==> config.mk <==
export PLATFORM = sky130hd
export DESIGN_NAME = reg_writeback_arbiter
export DESIGN_NICKNAME = d
export VERILOG_FILES = /design/src/rtl/wb_pkg.sv /design/src/rtl/wb_result_queue.sv /design/src/rtl/reg_writeback_arbiter.sv
export SDC_FILE = /design/constraint.sdc
export NUM_CORES = 1
export LEC_CHECK = 0
export CORE_ASPECT_RATIO = 0.5
export CORE_MARGIN = 5
export CORE_UTILIZATION = 29
export DETAILED_ROUTE_END_ITERATION = 7
export PLACE_DENSITY = 0.51
export RECOVER_POWER = 100
export SLEW_MARGIN = 10
export SYNTH_ARGS = -nofsm -noshare
export SYNTH_HDL_FRONTEND = slang
export SYNTH_HIERARCHICAL = 1
export SYNTH_SLANG_ARGS = --single-unit
==> constraint.sdc <==
create_clock -name CLK -period 3.55 [get_ports CLK]
set_input_delay 0.355 -clock CLK [delete_from_list [all_inputs] [get_ports CLK]]
set_output_delay 0.355 -clock CLK [all_outputs]
set_load 0.005 [all_outputs]
==> src/rtl/wb_pkg.sv <==
// Shared types and helpers for the register-file writeback arbiter.
package wb_pkg;
    localparam int XLEN   = 32;
    localparam int REG_AW = 5;

    typedef struct packed {
        logic              valid;
        logic [REG_AW-1:0] rd;
        logic [XLEN-1:0]   data;
    } wb_entry_t;

    function automatic logic is_x0(input logic [REG_AW-1:0] rd);
        return rd == '0;
    endfunction
endpackage

==> src/rtl/wb_result_queue.sv <==
// Circular buffer of deferred MD results with kill-by-rd and two rd lookups.
module wb_result_queue
    import wb_pkg::*;
#(
    parameter int DEPTH = 2
) (
    input  logic                   clk,
    input  logic                   reset,
    input  logic                   push,
    input  wb_entry_t              push_entry,
    input  logic                   pop,
    input  logic                   kill,
    input  logic [REG_AW-1:0]      kill_rd,
    input  logic [REG_AW-1:0]      rs1,
    input  logic [REG_AW-1:0]      rs2,
    output wb_entry_t              head,
    output logic [$clog2(DEPTH):0] count,
    output logic                   match1,
    output logic                   match2
);
    localparam int PW = $clog2(DEPTH);
    localparam int CW = PW + 1;

    wb_entry_t       mem [DEPTH];
    logic [PW-1:0]   wr_ptr;
    logic [PW-1:0]   rd_ptr;

    assign head = mem[rd_ptr];

    always_ff @(posedge clk) begin
        if (reset) begin
            wr_ptr <= '0;
            rd_ptr <= '0;
            count  <= '0;
            for (int i = 0; i < DEPTH; i++) mem[i] <= '0;
        end else begin
            // Killed entries keep their slot; only the valid bit drops.
            for (int i = 0; i < DEPTH; i++)
                if (kill && mem[i].rd == kill_rd) mem[i].valid <= 1'b0;
            // Popped slots are cleared so lookups can scan every slot.
            if (pop) begin
                mem[rd_ptr].valid <= 1'b0;
                rd_ptr            <= rd_ptr + 1'b1;
            end
            if (push) begin
                mem[wr_ptr] <= push_entry;
                wr_ptr      <= wr_ptr + 1'b1;
            end
            count <= count + CW'(push) - CW'(pop);
        end
    end

    always_comb begin
        match1 = 1'b0;
        match2 = 1'b0;
        for (int i = 0; i < DEPTH; i++) begin
            if (mem[i].valid && mem[i].rd == rs1) match1 = 1'b1;
            if (mem[i].valid && mem[i].rd == rs2) match2 = 1'b1;
        end
    end
endmodule

==> src/rtl/reg_writeback_arbiter.sv <==
// Register-file write port arbiter: pipeline results win, MD results queue.
// Define WB_STATS_EN to add the saturating COLLIDE_CNT collision counter.
module reg_writeback_arbiter
    import wb_pkg::*;
#(
    parameter int DEPTH = 2,
    parameter int CNT_W = 16
) (
    input  logic                   CLK,
    input  logic                   RESET,
    input  logic                   PIPE_VALID,
    input  logic [REG_AW-1:0]      PIPE_RD,
    input  logic [XLEN-1:0]        PIPE_DATA,
    input  logic                   MD_VALID,
    input  logic [REG_AW-1:0]      MD_RD,
    input  logic [XLEN-1:0]        MD_DATA,
    output logic                   MD_READY,
    input  logic [REG_AW-1:0]      RS1,
    input  logic [REG_AW-1:0]      RS2,
    output logic                   HAZARD1,
    output logic                   HAZARD2,
    output logic                   WRITEENABLE,
    output logic [REG_AW-1:0]      WRITEADDRESS,
    output logic [XLEN-1:0]        WRITEDATA,
    output logic [$clog2(DEPTH):0] QUEUE_COUNT
`ifdef WB_STATS_EN
    ,
    output logic [CNT_W-1:0]       COLLIDE_CNT
`endif
);
    localparam int CW = $clog2(DEPTH) + 1;
    localparam logic [CW-1:0] FULL = CW'(DEPTH);

    wb_entry_t         head;
    wb_entry_t         push_entry;
    logic [CW-1:0]     count;
    logic              match1, match2;
    logic              pipe_wr, md_xfer, q_empty, pop, direct, push;
    logic              we_nxt;
    logic [REG_AW-1:0] addr_nxt;
    logic [XLEN-1:0]   data_nxt;

    assign QUEUE_COUNT = count;
    assign q_empty     = count == '0;
    // Registered count only: a same-cycle pop does not open a slot.
    assign MD_READY    = count < FULL;
    assign md_xfer     = MD_VALID && MD_READY;
    assign pipe_wr     = PIPE_VALID && !is_x0(PIPE_RD);
    assign pop         = !pipe_wr && !q_empty;
    assign direct      = md_xfer && !pipe_wr && q_empty;
    assign push        = md_xfer && !direct && !is_x0(MD_RD) &&
                         !(pipe_wr && PIPE_RD == MD_RD);
    assign push_entry  = '{valid: 1'b1, rd: MD_RD, data: MD_DATA};
    assign HAZARD1     = !is_x0(RS1) && match1;
    assign HAZARD2     = !is_x0(RS2) && match2;

    wb_result_queue #(.DEPTH(DEPTH)) u_queue (
        .clk        (CLK),
        .reset      (RESET),
        .push       (push),
        .push_entry (push_entry),
        .pop        (pop),
        .kill       (pipe_wr),
        .kill_rd    (PIPE_RD),
        .rs1        (RS1),
        .rs2        (RS2),
        .head       (head),
        .count      (count),
        .match1     (match1),
        .match2     (match2)
    );

    always_comb begin
        we_nxt   = 1'b0;
        addr_nxt = PIPE_RD;
        data_nxt = PIPE_DATA;
        if (pipe_wr) begin
            we_nxt = 1'b1;
        end else if (!q_empty) begin
            we_nxt   = head.valid;
            addr_nxt = head.rd;
            data_nxt = head.data;
        end else if (direct) begin
            we_nxt   = !is_x0(MD_RD);
            addr_nxt = MD_RD;
            data_nxt = MD_DATA;
        end
    end

    // Address/data hold their last written value while the strobe is low.
    always_ff @(posedge CLK) begin
        if (RESET) begin
            WRITEENABLE  <= 1'b0;
            WRITEADDRESS <= '0;
            WRITEDATA    <= '0;
        end else begin
            WRITEENABLE <= we_nxt;
            if (we_nxt) begin
                WRITEADDRESS <= addr_nxt;
                WRITEDATA    <= data_nxt;
            end
        end
    end

`ifdef WB_STATS_EN
    always_ff @(posedge CLK) begin
        if (RESET)
            COLLIDE_CNT <= '0;
        else if (push && COLLIDE_CNT != '1)
            COLLIDE_CNT <= COLLIDE_CNT + 1'b1;
    end
`endif
endmodule
# ---- Word-level counts from Yosys, hierarchy flattened
# Memories as Yosys holds them, arrays and structs flattened. A register that Yosys moved wholly into a read port is not among the register bits.
# Cells that the tools add are included.
dict set report totals {
  latchBits 0
  romBits 0
  ram_bits 76
  wordCells 86
  ff_bits 42
  out_inout_bits 43
  inputBits 88
  n_memories 1
}
# name depth width read_ports rd_ports_with_merged_regs wr line_no
set memory_table {}
lappend memory_table {u_queue.mem 2 38 3 1 3 wb_result_queue.sv:24} ;# wb_entry_t mem [DEPTH];
dict set report classes {
  bitwise_logic 2
  mul 0
  n_reduce_logical 31
  shifts 0
  n_eq_ne 7
  magnitude_cmp 1
  div_mod_pow 0
  addsub 4
  muxes 34
}
# cell n
set op_table {}
lappend op_table {{$mux 32} 3}
lappend op_table {{$mux 38} 1}
lappend op_table {{$reduce_or 38->1} 1}
lappend op_table {{$eq 5x5->1} 7}
lappend op_table {{$mux 1} 26}
lappend op_table {{$logic_not 5->1} 4}
lappend op_table {{$logic_and 1x1->1} 17}
lappend op_table {{$mux 5} 3}
lappend op_table {{$logic_not 1->1} 8}
lappend op_table {{$add 1x1->1 const B} 2}
lappend op_table {{$add 2x1->2} 1}
lappend op_table {{$logic_not 2->1} 1}
lappend op_table {{$lt 2x2->1 const B} 1}
lappend op_table {{$mux 2} 1}
lappend op_table {{$or 1x1->1} 2}
lappend op_table {{$sub 2x1->2} 1}

# ---- Depth between registers and ports, before layout
dict set report depth {
  depth_word 13
  mapped_depth 11
  mapped_depth_nobuf 9
}

# ---- By module
# The synthesis kept the hierarchy.
# mod instances area_per_inst_um2 cells_per_inst
set by_module_without_submodules {}
lappend by_module_without_submodules {wb_result_queue 1 3863.7 273}
lappend by_module_without_submodules {reg_writeback_arbiter 1 2113.3 211}

# ---- Least setup slack after synthesis
# No wires, ideal clock.
dict set report synth_timing {
  kind {in2reg}
  startpoint {in PIPE_RD[1]}
  endpoint {mem u_queue/mem[0][37] (netlist bit) (enable)}
  setup_time_ns 0.296
  stages 7
  arrival_ns 2.840
  required_time_ns 3.254
  setup_slack_ns 0.414
  path_cell_list {or4_4 > o21ai_4 > inv_4 > clkbuf_1 > a21oi_1 > a21o_1 > a311o_1}
}
# element line_no
set synth_rtl {}
lappend synth_rtl {{from (decl)} reg_writeback_arbiter.sv:12} ;# input logic [REG_AW-1:0] PIPE_RD,
lappend synth_rtl {{to (decl)} wb_result_queue.sv:24}

# ---- Worst setup path in the final report
dict set report layout_timing {
  startpoint {in PIPE_RD[2]}
  endpoint {reg WRITEDATA[10]}
}
dict set report layout_between {
  elab_chain_len 9
  elab_cells_between_ends 12
}
# element line_no
set layout_rtl {}
lappend layout_rtl {{$logic_not 5->1 (*)} wb_pkg.sv:13} ;# return rd == '0;
lappend layout_rtl {{$logic_not 1->1 (*)} reg_writeback_arbiter.sv:48} ;# assign pipe_wr = PIPE_VALID && !is_x0(PIPE_RD);
lappend layout_rtl {{$logic_and 1x1->1 (*)} reg_writeback_arbiter.sv:48}
lappend layout_rtl {{$logic_not 1->1} reg_writeback_arbiter.sv:50} ;# assign direct = md_xfer && !pipe_wr && q_empty;
lappend layout_rtl {{$logic_and 1x1->1 (2 in a row)} reg_writeback_arbiter.sv:50}
lappend layout_rtl {{$mux 32 or $mux 1 (tied branches)} reg_writeback_arbiter.sv:83} ;# end else if (direct) begin
lappend layout_rtl {{$mux 32 or $mux 1 (tied branches)} reg_writeback_arbiter.sv:79} ;# end else if (!q_empty) begin
lappend layout_rtl {{$mux 32 or $mux 1 (tied branches)} reg_writeback_arbiter.sv:77} ;# if (pipe_wr) begin
lappend layout_rtl {{to (signal assigned)} reg_writeback_arbiter.sv:100} ;# WRITEDATA <= data_nxt;
lappend layout_rtl {{to (decl)} reg_writeback_arbiter.sv:24} ;# output logic [XLEN-1:0] WRITEDATA,
# Mark *: on every way between the ends. The rest lies on a longest branch, timed or not.
# A chain may end at the register's enable or synchronous reset.

==> results_dict.tcl <==
set metrics [dict create \
    synth_edf_count 76 \
    leakage_uw 0.00303 \
    grt_overflow 0 \
    postCtsSetupBuffers 0 \
    grt_pass1_wl_um 27200 \
    clk_pin_slew_ns 0.06 \
    wl_per_cell_um 19.2 \
    cts_resized 0 \
    synth_cells 484 \
    max_slew_margin_pct 30.3 \
    numCtsBuffers 17 \
    diodes 0 \
    timing.max_cap.violations 0 \
    crit_chain "dlygate4sd3_1 > or4_4 > o21ai_4 > inv_4 > clkbuf_2 > o31a_4 > a22o_1" \
    cts_tree "built" \
    ys_seq_area_share_pct 52.6 \
    viasPerCell 4.84 \
    vias 4367 \
    grt_pass1_vias 4607 \
    antenna_left 0 \
    grt_usage_pct 14.7 \
    clock_skew_ns 0.0113 \
    io-pin-count 131 \
    regArea_sq_um 3140 \
    status "complete, no violations" \
    setup_violations 0 \
    grt_max_degree 41 \
    rsz0062_at_grt "no" \
    clk_path_buf_depth 2 \
    p_switching_uw 1530 \
    synth_area_sq_um 5980 \
    period_needed_ns 3.07 \
    nets 706 \
    post-dp-hpwl_um 11500 \
    ys.flop_type "edfxtp_1" \
    cpMaxStageDelayCell "o31a_4" \
    cp.arrival_ns 3.36 \
    fin_setup_tns_ns 0 \
    routed_wl_um 17300 \
    io_buffers 130 \
    hold_class "flop to flop" \
    end_kind "flop" \
    ctsHoldBuffers 0 \
    synthArstFlopShare_pct 0 \
    synthDistinctLibCells 49 \
    htreeDepth 4 \
    power.density_nw_per_um2 632 \
    fin_crit_sh_pct 86.5 \
    comb_power_share_pct 28.6 \
    switching_share_pct 29.6 \
    start_util_pct 29.3 \
    cp.required_ns 3.84 \
    critPathLaunchType "primary input" \
    antenna_found_initial 0 \
    finalMaxSlewViolations 0 \
    multi_input_area_sq_um 2600 \
    max_stage_delay_ns 0.75 \
    drc 0 \
    synth.avg_cell_area_sq_um 12.3 \
    die_w_um 213 \
    seq_power_share_pct 35.8 \
    drive_above_1_share_pct 15.3 \
    hold_viol 0 \
    p_int_uw 3630 \
    clk-insertion-delay-late_ns 0.41 \
    area_growth_pct 36.7 \
    dieArea_sq_um 23800 \
    whs_ns 0.475 \
    ys_ff_latch 119 \
    worst_pin_slew_ns 1.05 \
    dieHeight_um 112 \
    crit_type "primary input to flop" \
    first_iter_violations 197 \
    core_sq_um 20400 \
    critPathMaxFanout 40 \
    first_pass_iters 4 \
    crit_buf_inv 3 \
    fillers 1958 \
    clock_sinks 119 \
    power_frac_clock_pct 35.5 \
    vdd_drop_max_mv 0.318 \
    rows 37 \
    routabilityCongestion 0.790 \
    clock.fmax_mhz 326 \
    clock-root-buffer "clkbuf_16" \
    crit_family "buffers and inverters" \
    yosys_warnings 6 \
]
## synth_stat cells (2+ instances only)
cell type | n | share of area [%]
and2_1 | 78 | 8.2
edfxtp_1 | 76 | 38
dfxtp_1 | 43 | 14
mux2_2 | 38 | 7.2
a22oi_1 | 37 | 4.6
a22o_1 | 36 | 5.3
o2bb2ai_1 | 32 | 4.7
xnor2_1 | 32 | 4.7
clkbuf_1 | 17 | 1.1
buf_6 | 8 | 1.5
xor2_1 | 7 | 1.0
a21oi_1 | 6 | 0.50
nand2_1 | 6 | 0.38
buf_2 | 5 | 0.42
nand4_1 | 5 | 0.52
nor2_1 | 5 | 0.31
o41ai_1 | 5 | 0.73
clkbuf_2 | 4 | 0.33
inv_1 | 4 | 0.25
o21ai_0 | 4 | 0.33
ha_1 | 2 | 0.42
nor2b_1 | 2 | 0.21
nor3_1 | 2 | 0.17
nor3b_2 | 2 | 0.42
o21a_1 | 2 | 0.25
o22ai_1 | 2 | 0.21
or4_1 | 2 | 0.25
## state kept, by name, indices dropped and copies added (netlist names), named ones only
name and count:
u_queue/mem 76, u_queue/wr_ptr 1, WRITEENABLE 1, u_queue/rd_ptr 1
u_queue/count 2, WRITEADDRESS 5, WRITEDATA 32
## layout make-up
class	instances	share of cell area, %
timing repair buffer	147	17.5
sequential	119	38.5
inverter	6	0.306
tap	273	4.18
clock inverter	14	2.40
clock buffer	18	5.37
multi-input combinational	325	31.8
## cell usage in the layout (no fill, tap or decap), types with 3 or more instances in the layout
| cell type | instances |
|---|---|
| buf_4 | 12 |
| inv_6 | 3 |
| o2bb2ai_1 | 32 |
| clkbuf_2 | 3 |
| and2_0 | 34 |
| xnor2_1 | 32 |
| and2_1 | 44 |
| mux2_2 | 38 |
| nand2_1 | 6 |
| clkinv_4 | 3 |
| dfxtp_1 | 42 |
| edfxtp_1 | 76 |
| a22o_1 | 36 |
| xor2_1 | 7 |
| o41ai_1 | 5 |
| clkbuf_16 | 17 |
| a21oi_1 | 6 |
| dlygate4sd3_1 | 44 |
| bufinv_16 | 4 |
| nor2_1 | 5 |
| clkdlybuf4s50_1 | 86 |
| o21ai_0 | 4 |
| inv_1 | 4 |
| a22oi_1 | 37 |
| nand4_1 | 5 |
## stage by stage
| stage | cell area [sq um] | setup slack, ns | total power [uW] | std cells | util (%) |
|---|---|---|---|---|---|
| after floorplan | 5980 | 0.414 | 2770 | 485 | - |
| after global placement | 7570 | 0.493 | 3430 | 870 | 37.1 |
| after detailed placement | 7570 | 0.440 | 3430 | 870 | 37.1 |
| after CTS | 8210 | 0.867 | 5290 | 902 | 40.2 |
| after global routing | 8170 | 0.361 | 5440 | 902 | 40.0 |
| final | 8170 | 0.481 | 5160 | 902 | 40.0 |
## metal layers
layer  GRT usage [%]  wire length (um)
met3            2.51               423
met5               0                 0
met4            4.01               158
met1            19.8              8150
met2            24.7              8560
## worst register-to-register path: cells and delay by family, from the launching register on
family        cells  cell delay [ns]
buf+inv           1             0.06
flops             1             0.39
simple gates      3             0.79
xor+xnor          2             0.31
fa+ha+maj         2             0.47
## power by group through the flow
stage,registers (uW),clock network (uW),logic (uW)
6_report,1850,1840,1480
5_1_grt,1880,1950,1610
4_1_cts,1860,1880,1550
3_5_place_dp,1890,0,1550
3_3_place_gp,1880,0,1550
2_1_floorplan,1840,0,930
## path summary, 6_finish.rpt
check                                      start  slack (ns)  cells past startpoint                to
worst max-delay path                  PIPE_RD[2]        0.48                      7     WRITEDATA[10]
worst min-delay path               WRITEDATA[22]        0.47                      1     WRITEDATA[22]
worst max register to register  u_queue/count[1]        1.41                      8  u_queue/count[1]
worst min register to register     WRITEDATA[22]        0.47                      1     WRITEDATA[22]
## logic make-up after synthesis
| logic type | count (synthesis) | synth area share (%) |
|---|---|---|
| buffers and inverters | 41 | 3.87 |
| other | 1 | 0.0627 |
| multiplexers | 39 | 7.33 |
| XOR/XNOR | 39 | 5.71 |
| flip-flops | 119 | 52.6 |
| AO/OA/AOI/OAI | 133 | 18.2 |
| adder cells (fa/ha/maj) | 2 | 0.419 |
| AND/OR/NAND/NOR | 110 | 11.8 |
No activity file was read; power rests on OpenSTA's default activity.
